--- src/rtl/qmult_seq.sv ---
// qmult_seq: sequential sign-magnitude fixed-point multiplier.
// Operands and product use the same format: bit N-1 is the sign, bits N-2:0 are
// the magnitude with Q fractional bits. One multiplier bit is consumed per clock
// (shift-add, LSB first), then one finalize cycle extracts, saturates and signs
// the product. Valid/ready handshakes on both the operand and result sides.
// Build option: define QMULT_ROUND_EN to round half-up on the magnitude
// instead of truncating the discarded fractional bits.
module qmult_seq #(
  parameter int N = 32,
  parameter int Q = 15
) (
  input  logic         clk,
  input  logic         rst,
  input  logic         in_valid,
  output logic         in_ready,
  input  logic [N-1:0] a,
  input  logic [N-1:0] b,
  output logic         out_valid,
  input  logic         out_ready,
  output logic [N-1:0] result,
  output logic         overflow
);

  localparam int M  = N - 1;          // magnitude width
  localparam int PW = 2 * M;          // full product width
  localparam int CW = $clog2(N);      // counter must reach M

  typedef enum logic [1:0] {
    IDLE = 2'd0,
    BUSY = 2'd1,
    DONE = 2'd2
  } state_t;

  state_t state_reg, state_next;

  logic [PW-1:0] acc_reg;
  logic [PW-1:0] mcand_reg;
  logic [M-1:0]  mplier_reg;
  logic          sign_reg;
  logic [CW-1:0] count_reg;
  logic [N-1:0]  result_reg;
  logic          overflow_reg;

  logic          accept;
  logic          last;
  logic [PW-1:0] addend;
  logic [PW-1:0] prod_adj;
  logic [PW-1:0] prod_shifted;
  logic          ovf_next;
  logic [M-1:0]  mag_next;
  logic          sign_next;

  assign accept = in_valid && (state_reg == IDLE);
  // Count M marks the cycle after the final iteration: the finalize step.
  assign last   = (count_reg == CW'(M));

  // Gate the shifted multiplicand by the current multiplier bit.
  generate
    for (genvar gi = 0; gi < PW; gi++) begin : g_addend
      assign addend[gi] = mcand_reg[gi] & mplier_reg[0];
    end
  endgenerate

`ifdef QMULT_ROUND_EN
  // Half an output LSB; the accumulator cannot wrap since (2^M-1)^2 + 2^(Q-1) < 2^PW.
  localparam logic [PW-1:0] HALF = PW'(1) << (Q - 1);
  assign prod_adj = acc_reg + HALF;
`else
  assign prod_adj = acc_reg;
`endif

  // Extract the magnitude field, saturating if any bit above it is set.
  always_comb begin
    prod_shifted = prod_adj >> Q;
    ovf_next     = |prod_shifted[PW-1:M];
    mag_next     = ovf_next ? {M{1'b1}} : prod_shifted[M-1:0];
    sign_next    = sign_reg && (mag_next != '0);
  end

  // State register.
  always_ff @(posedge clk or posedge rst) begin
    if (rst) begin
      state_reg <= IDLE;
    end else begin
      state_reg <= state_next;
    end
  end

  // Next-state logic: accept in IDLE, finish after the finalize cycle, drain on out_ready.
  always_comb begin
    state_next = state_reg;
    case (state_reg)
      IDLE:    if (accept) state_next = BUSY;
      BUSY:    if (last) state_next = DONE;
      DONE:    if (out_ready) state_next = IDLE;
      default: state_next = IDLE;
    endcase
  end

  // Datapath: latch operands, run shift-add iterations, then register the final product.
  always_ff @(posedge clk or posedge rst) begin
    if (rst) begin
      acc_reg      <= '0;
      mcand_reg    <= '0;
      mplier_reg   <= '0;
      sign_reg     <= 1'b0;
      count_reg    <= '0;
      result_reg   <= '0;
      overflow_reg <= 1'b0;
    end else begin
      case (state_reg)
        IDLE: begin
          if (accept) begin
            acc_reg    <= '0;
            mcand_reg  <= PW'(a[M-1:0]);
            mplier_reg <= b[M-1:0];
            sign_reg   <= a[N-1] ^ b[N-1];
            count_reg  <= '0;
          end
        end
        BUSY: begin
          if (!last) begin
            acc_reg    <= acc_reg + addend;
            mcand_reg  <= mcand_reg << 1;
            mplier_reg <= mplier_reg >> 1;
            count_reg  <= count_reg + CW'(1);
          end else begin
            result_reg   <= {sign_next, mag_next};
            overflow_reg <= ovf_next;
          end
        end
        default: begin
          // DONE: hold result until the consumer takes it.
        end
      endcase
    end
  end

  assign in_ready  = (state_reg == IDLE);
  assign out_valid = (state_reg == DONE);
  assign result    = result_reg;
  assign overflow  = overflow_reg;

endmodule

--- config.mk ---
export PLATFORM = sky130hd
export DESIGN_NAME = qmult_seq
export DESIGN_NICKNAME = d
export VERILOG_FILES = /design/src/rtl/qmult_seq.sv
export SDC_FILE = /design/constraint.sdc
export NUM_CORES = 1
export LEC_CHECK = 0
export BUFFER_PORTS_ARGS = -buffer_cell sky130_fd_sc_hd__buf_4
export CORE_UTILIZATION = 46
export CTS_CLUSTER_SIZE = 12
export DETAILED_ROUTE_END_ITERATION = 8
export HOLD_SLACK_MARGIN = 0.15
export SLEW_MARGIN = 25
export SYNTH_ARGS = -nofsm -noshare
export SYNTH_HDL_FRONTEND = slang
export SYNTH_SLANG_ARGS = --single-unit
--- constraint.sdc ---
create_clock -name clk -period 21.5 [get_ports clk]
set_input_delay 6.45 -clock clk [delete_from_list [all_inputs] [get_ports clk]]
set_output_delay 6.45 -clock clk [all_outputs]
set_load 0.01 [all_outputs]
Word-level counts from Yosys, hierarchy flattened --
Index checks and enable logic that the tools add are counted.
Word-level totals: logic and storage cells 107, flip-flop bits (word level) 196
Cells by class: reduce and logical (&&, ||, !) cells 10, muxes and demuxes 17, equal/unequal tests 7, bitwise operators 63, $add $sub $neg 2
Operator list (number):
- 62-bit 2-to-1 mux | 4
- 62-bit case mux with 2 select lines | 2
- 31-bit 2-to-1 mux | 3
- 62-bit adder | 1
- 1-bit AND | 62
- 31-bit case mux with 2 select lines | 1
- 31-bit nonzero test | 1
- 16-bit OR reduction | 1
- 5-bit 2-to-1 mux | 2
- 5-bit case mux with 2 select lines | 1
- 2-bit 2-to-1 mux | 3
- 2-bit case mux with 3 select lines | 1
- 3-bit AND reduction | 2
- 5-bit by 1-bit adder with 5-bit output, second input constant | 1
- 5-bit equality test, second input constant | 1
- 2-bit by 1-bit != test with 1-bit output, second input constant | 2
- 2-bit != test, second input constant | 2
- 2-bit AND reduction | 2
- 2-bit by 1-bit equality test with 1-bit output, second input constant | 1
- 2-bit equality test, second input constant | 1
- 1-bit logical AND | 2
- 2-bit logical NOT | 1
- 2-bit nonzero test | 1
- 1-bit bitwise XOR | 1

Longest topological paths before layout --
word-level depth 4, depth in mapped cells 17, depth with buffers taken out 15

Worst setup path after synthesis --
OpenSTA, ideal clock, no wires.
path type input to register, start in in_valid, end reg mplier_reg[14], path buffers 3, slack 13.708 ns, data arrival time 7.710 ns, data required time 21.418 ns, cell stages on the path 8, cell sequence and2_1 > clkbuf_1 > nor2_1 > inv_1 > clkbuf_1 > buf_1 > nor2_1 > a31oi_1
On the way: longest elaborated chain between the ends 3
RTL lines:
- start, declared | RTL line 14 | input logic in_valid,
- 1-bit logical AND | RTL line 53 | assign accept = in_valid && (state_reg == IDLE);
- 2-bit by 1-bit != test with 1-bit output (no source line)
- 3-bit AND reduction (no source line)
- end signal, assigned | RTL line 116 | mplier_reg <= b[M-1:0];
- end signal, assigned | RTL line 125 | mplier_reg <= mplier_reg >> 1;
- end, declared | RTL line 38 | logic [M-1:0] mplier_reg;
Every way passes these cells. A chain may end at the register's enable or synchronous reset.

Final worst setup path --
start in in_valid, end reg mcand_reg[21]
On the way: longest elaborated chain between the ends 3
RTL lines:
- 1-bit logical AND | RTL line 53
- 2-bit by 1-bit != test with 1-bit output (no source line)
- 3-bit AND reduction (no source line)
- end signal, assigned | RTL line 115 | mcand_reg <= PW'(a[M-1:0]);
- end signal, assigned | RTL line 124 | mcand_reg <= mcand_reg << 1;
- end, declared | RTL line 37 | logic [PW-1:0] mcand_reg;
Every way passes these cells.

==> impl_metrics.py <==
metrics = {
    "critical_path": {
        "crit_type": "in -> reg",
        "crit_path_cell_trace": "buf_4 > and2_1 > nor2_4 > inv_4 > buf_4 > nor2_1 > a31oi_1",
        "crit_required_ps": 21860,
        "worst_path_most_repeated_cell": "buf_4",
        "critPathLaunchType": "input pin",
        "path_delay_family": "buffers and inverters",
        "slowest_stage": "buf_4",
        "end_kind": "register",
        "critPathArrivalTime_ps": 8440,
        "crit_buf_inv": 3,
        "worst-path-max-fanout": 109,
        "slowest_delay_ps": 820,
    },
    "synth": {
        "syn-num-nets": 1576,
        "netlist_area_um2": 11820,
        "synth_ff_type": "dfrtp_1",
        "ys_warn_count": 0,
        "yosysTopAreaCellShare_pct": 41.49,
        "yosysTopAreaCell": "dfrtp_1",
        "synth-seq-cells": 196,
        "synth_cell_types": 64,
        "yosysMostFrequentCell": "nand2_1",
        "avgSynthCellArea_um2": 8.186,
        "async_flop_share_pct": 100.0,
        "synth_edf_count": 0,
        "syn-instance-count": 1444,
        "yosys-top-cells-area": "dfrtp_1 41%, nand2_1 11%, ha_1 6.7%",
        "netlist_top_cells_count": "332 x nand2_1, 196 x dfrtp_1, 129 x nor2_1",
        "ys_seq_area_share_pct": 41.49,
    },
    "timing": {
        "fin_crit_sh_pct": 37.60,
        "max_freq_mhz": 123.7,
        "worstMarginPinSlew_ps": 1001,
        "setup_violations": 0,
        "finalCriticalPeriod_ps": 8083,
        "rsz0062_at_grt": "no",
        "fin_setup_tns_ps": 0,
        "finalHoldViolCount": 0,
        "slew_violations": 0,
        "slew_headroom_pct": 33.26,
        "clock_skew_ps": 11.74,
    },
    "detailed_routing": {
        "wirelength_um": 28590,
        "dr.pass1.iters": 5,
        "post_drt_wl_per_cell_um": 15.66,
        "detail-route-antenna-nets": 0,
        "initialDrtViolationCount": 795,
        "viasPerCell": 5.411,
        "via_count": 9881,
        "drc": 0,
    },
    "floorplan": {
        "row_count": 58,
        "die_width_um": 162.3,
        "initial_core_util_pct": 46.94,
        "num_io_pins": 103,
        "dieHeight_um": 162.3,
        "die_area_um2": 26340,
        "core_area_um2": 25180,
    },
    "global_routing": {
        "grt_max_degree": 118,
        "track_usage_pct": 22.72,
        "first_global_vias": 9442,
        "antenna_found_initial": 0,
        "grt_pass1_wl_um": 48350,
        "grt_remaining_overflow": 0,
    },
    "placed_design": {
        "port_buffers": 102,
        "hpwl_um": 19860,
        "place_area_um2": 12730,
        "place_congestion": 0.8985,
    },
    "final_layout": {
        "nNetsFinal": 1615,
        "drive_above_1_share_pct": 11.16,
        "diodes": 0,
        "fin_util_pct": 53.06,
        "syn2layout_area_growth_pct": 13.03,
        "stdcell_area_um2": 13360,
        "fillers": 2418,
    },
    "clock_tree": {
        "clock-sinks": 196,
        "tritoncts": "yes",
        "clkLatencyLatePin_ps": 440,
        "postCtsSetupRepairBufs": 0,
        "clk_pin_slew_worst_paths_ps": 80,
        "post_cts_resized": 0,
        "cts_root_buf": "clkbuf_16",
        "hold_buffers": 0,
        "clockBufferDepth": 2,
        "cts_made_buffers": 17,
        "cts.htree.levels": 4,
    },
    "power_and_ir_drop": {
        "leakagePower_nw": 6.310,
        "max-vdd-ir-drop_mv": 0.07939,
        "powerDensity_nw_per_um2": 169.6,
    },
    "flow_run": {
        "max_cap_viol_count": 0,
    },
    "worst_hold_path": {
        "hold_path.class": "reg -> reg",
    },
    "status": {
        "status": "finished, final reports clean",
    },
}
## area by class of cell
cell class / count / area [um^2] / share of cell area, %
repair buffers: 111 / 840.8 / 6.293
inverters: 21 / 88.84 / 0.6649
clock inverters: 13 / 163.9 / 1.227
multi-input cells: 1136 / 6496 / 48.62
clock buffers: 19 / 452.9 / 3.390
well taps: 330 / 412.9 / 3.090
flip-flops and latches: 196 / 4905 / 36.71
## path summary, 6_finish.rpt
kind	startpoint	end	slack [ps]	cells past startpoint
worst max-delay path	in_valid	mcand_reg[21]	13420	7
worst min-delay path	mcand_reg[61]	mcand_reg[61]	480	2
worst max register to register	mplier_reg[0]	acc_reg[59]	17250	14
worst min register to register	mcand_reg[61]	mcand_reg[61]	480	2
max in group asynchronous	rst	acc_reg[19]	14080	3
min in group asynchronous	rst	mplier_reg[18]	6170	2
## kinds of logic (layout without fill, tap and decap cells)
| kind of cell | Yosys count | count (layout) | share of synthesized area [%] |
|---|---|---|---|
| adders and majority gates | 64 | 64 | 6.838 |
| and+or+nand+nor | 653 | 653 | 24.25 |
| muxes | 2 | 2 | 0.1799 |
| xor gates and xnor gates | 62 | 62 | 4.594 |
| AOI/OAI and AO/OA | 355 | 355 | 18.88 |
| DFF | 196 | 196 | 41.49 |
| buffers and inverters | 112 | 164 | 3.758 |
## metal layers
metal | routed length (um) | track usage, % | vias to the layer above
met5 | 0 | 0 | -
met1 | 14560 | 34.04 | 4575
li1 | - | - | 5055
met3 | 1264 | 3.090 | 22
met2 | 12460 | 34.48 | 229
met4 | 303 | 5.274 | 0
## cells in the final DEF (no fill, tap or decap), drive strengths merged, types with 27 or more instances in the layout
master / count
nor2: 129
a21oi: 79
and2: 65
xor2: 32
ha: 63
a31oi: 67
buf: 111
inv: 27
nand3: 46
xnor2: 30
dfrtp: 196
nand2: 334
o21ai: 124
## report_power, final
group / switching (W) / internal (W)
Sequential: 0.000137 / 0.000552
Clock: 0.000157 / 0.000183
Combinational: 0.000752 / 0.000486
## through the flow
step | hold slack, ps | cells | power, W | setup slack (ps)
global placement | 448.9 | 1794 | 0.001909 | 13050
global route | 516.6 | 1826 | 0.002478 | 13160
detailed placement | 455.8 | 1794 | 0.001930 | 12970
CTS | 474.1 | 1826 | 0.002278 | 13440
floorplan | 439.1 | 1444 | 0.001617 | 9709
finish | 478.9 | 1826 | 0.002266 | 13420
## tightest hold or removal path, delay by kind of cell, from the launching register on
family        cells  cell delay [ps]
flops             1              350
simple gates      2              100
Note: power is estimated with default switching activity, not from simulation.
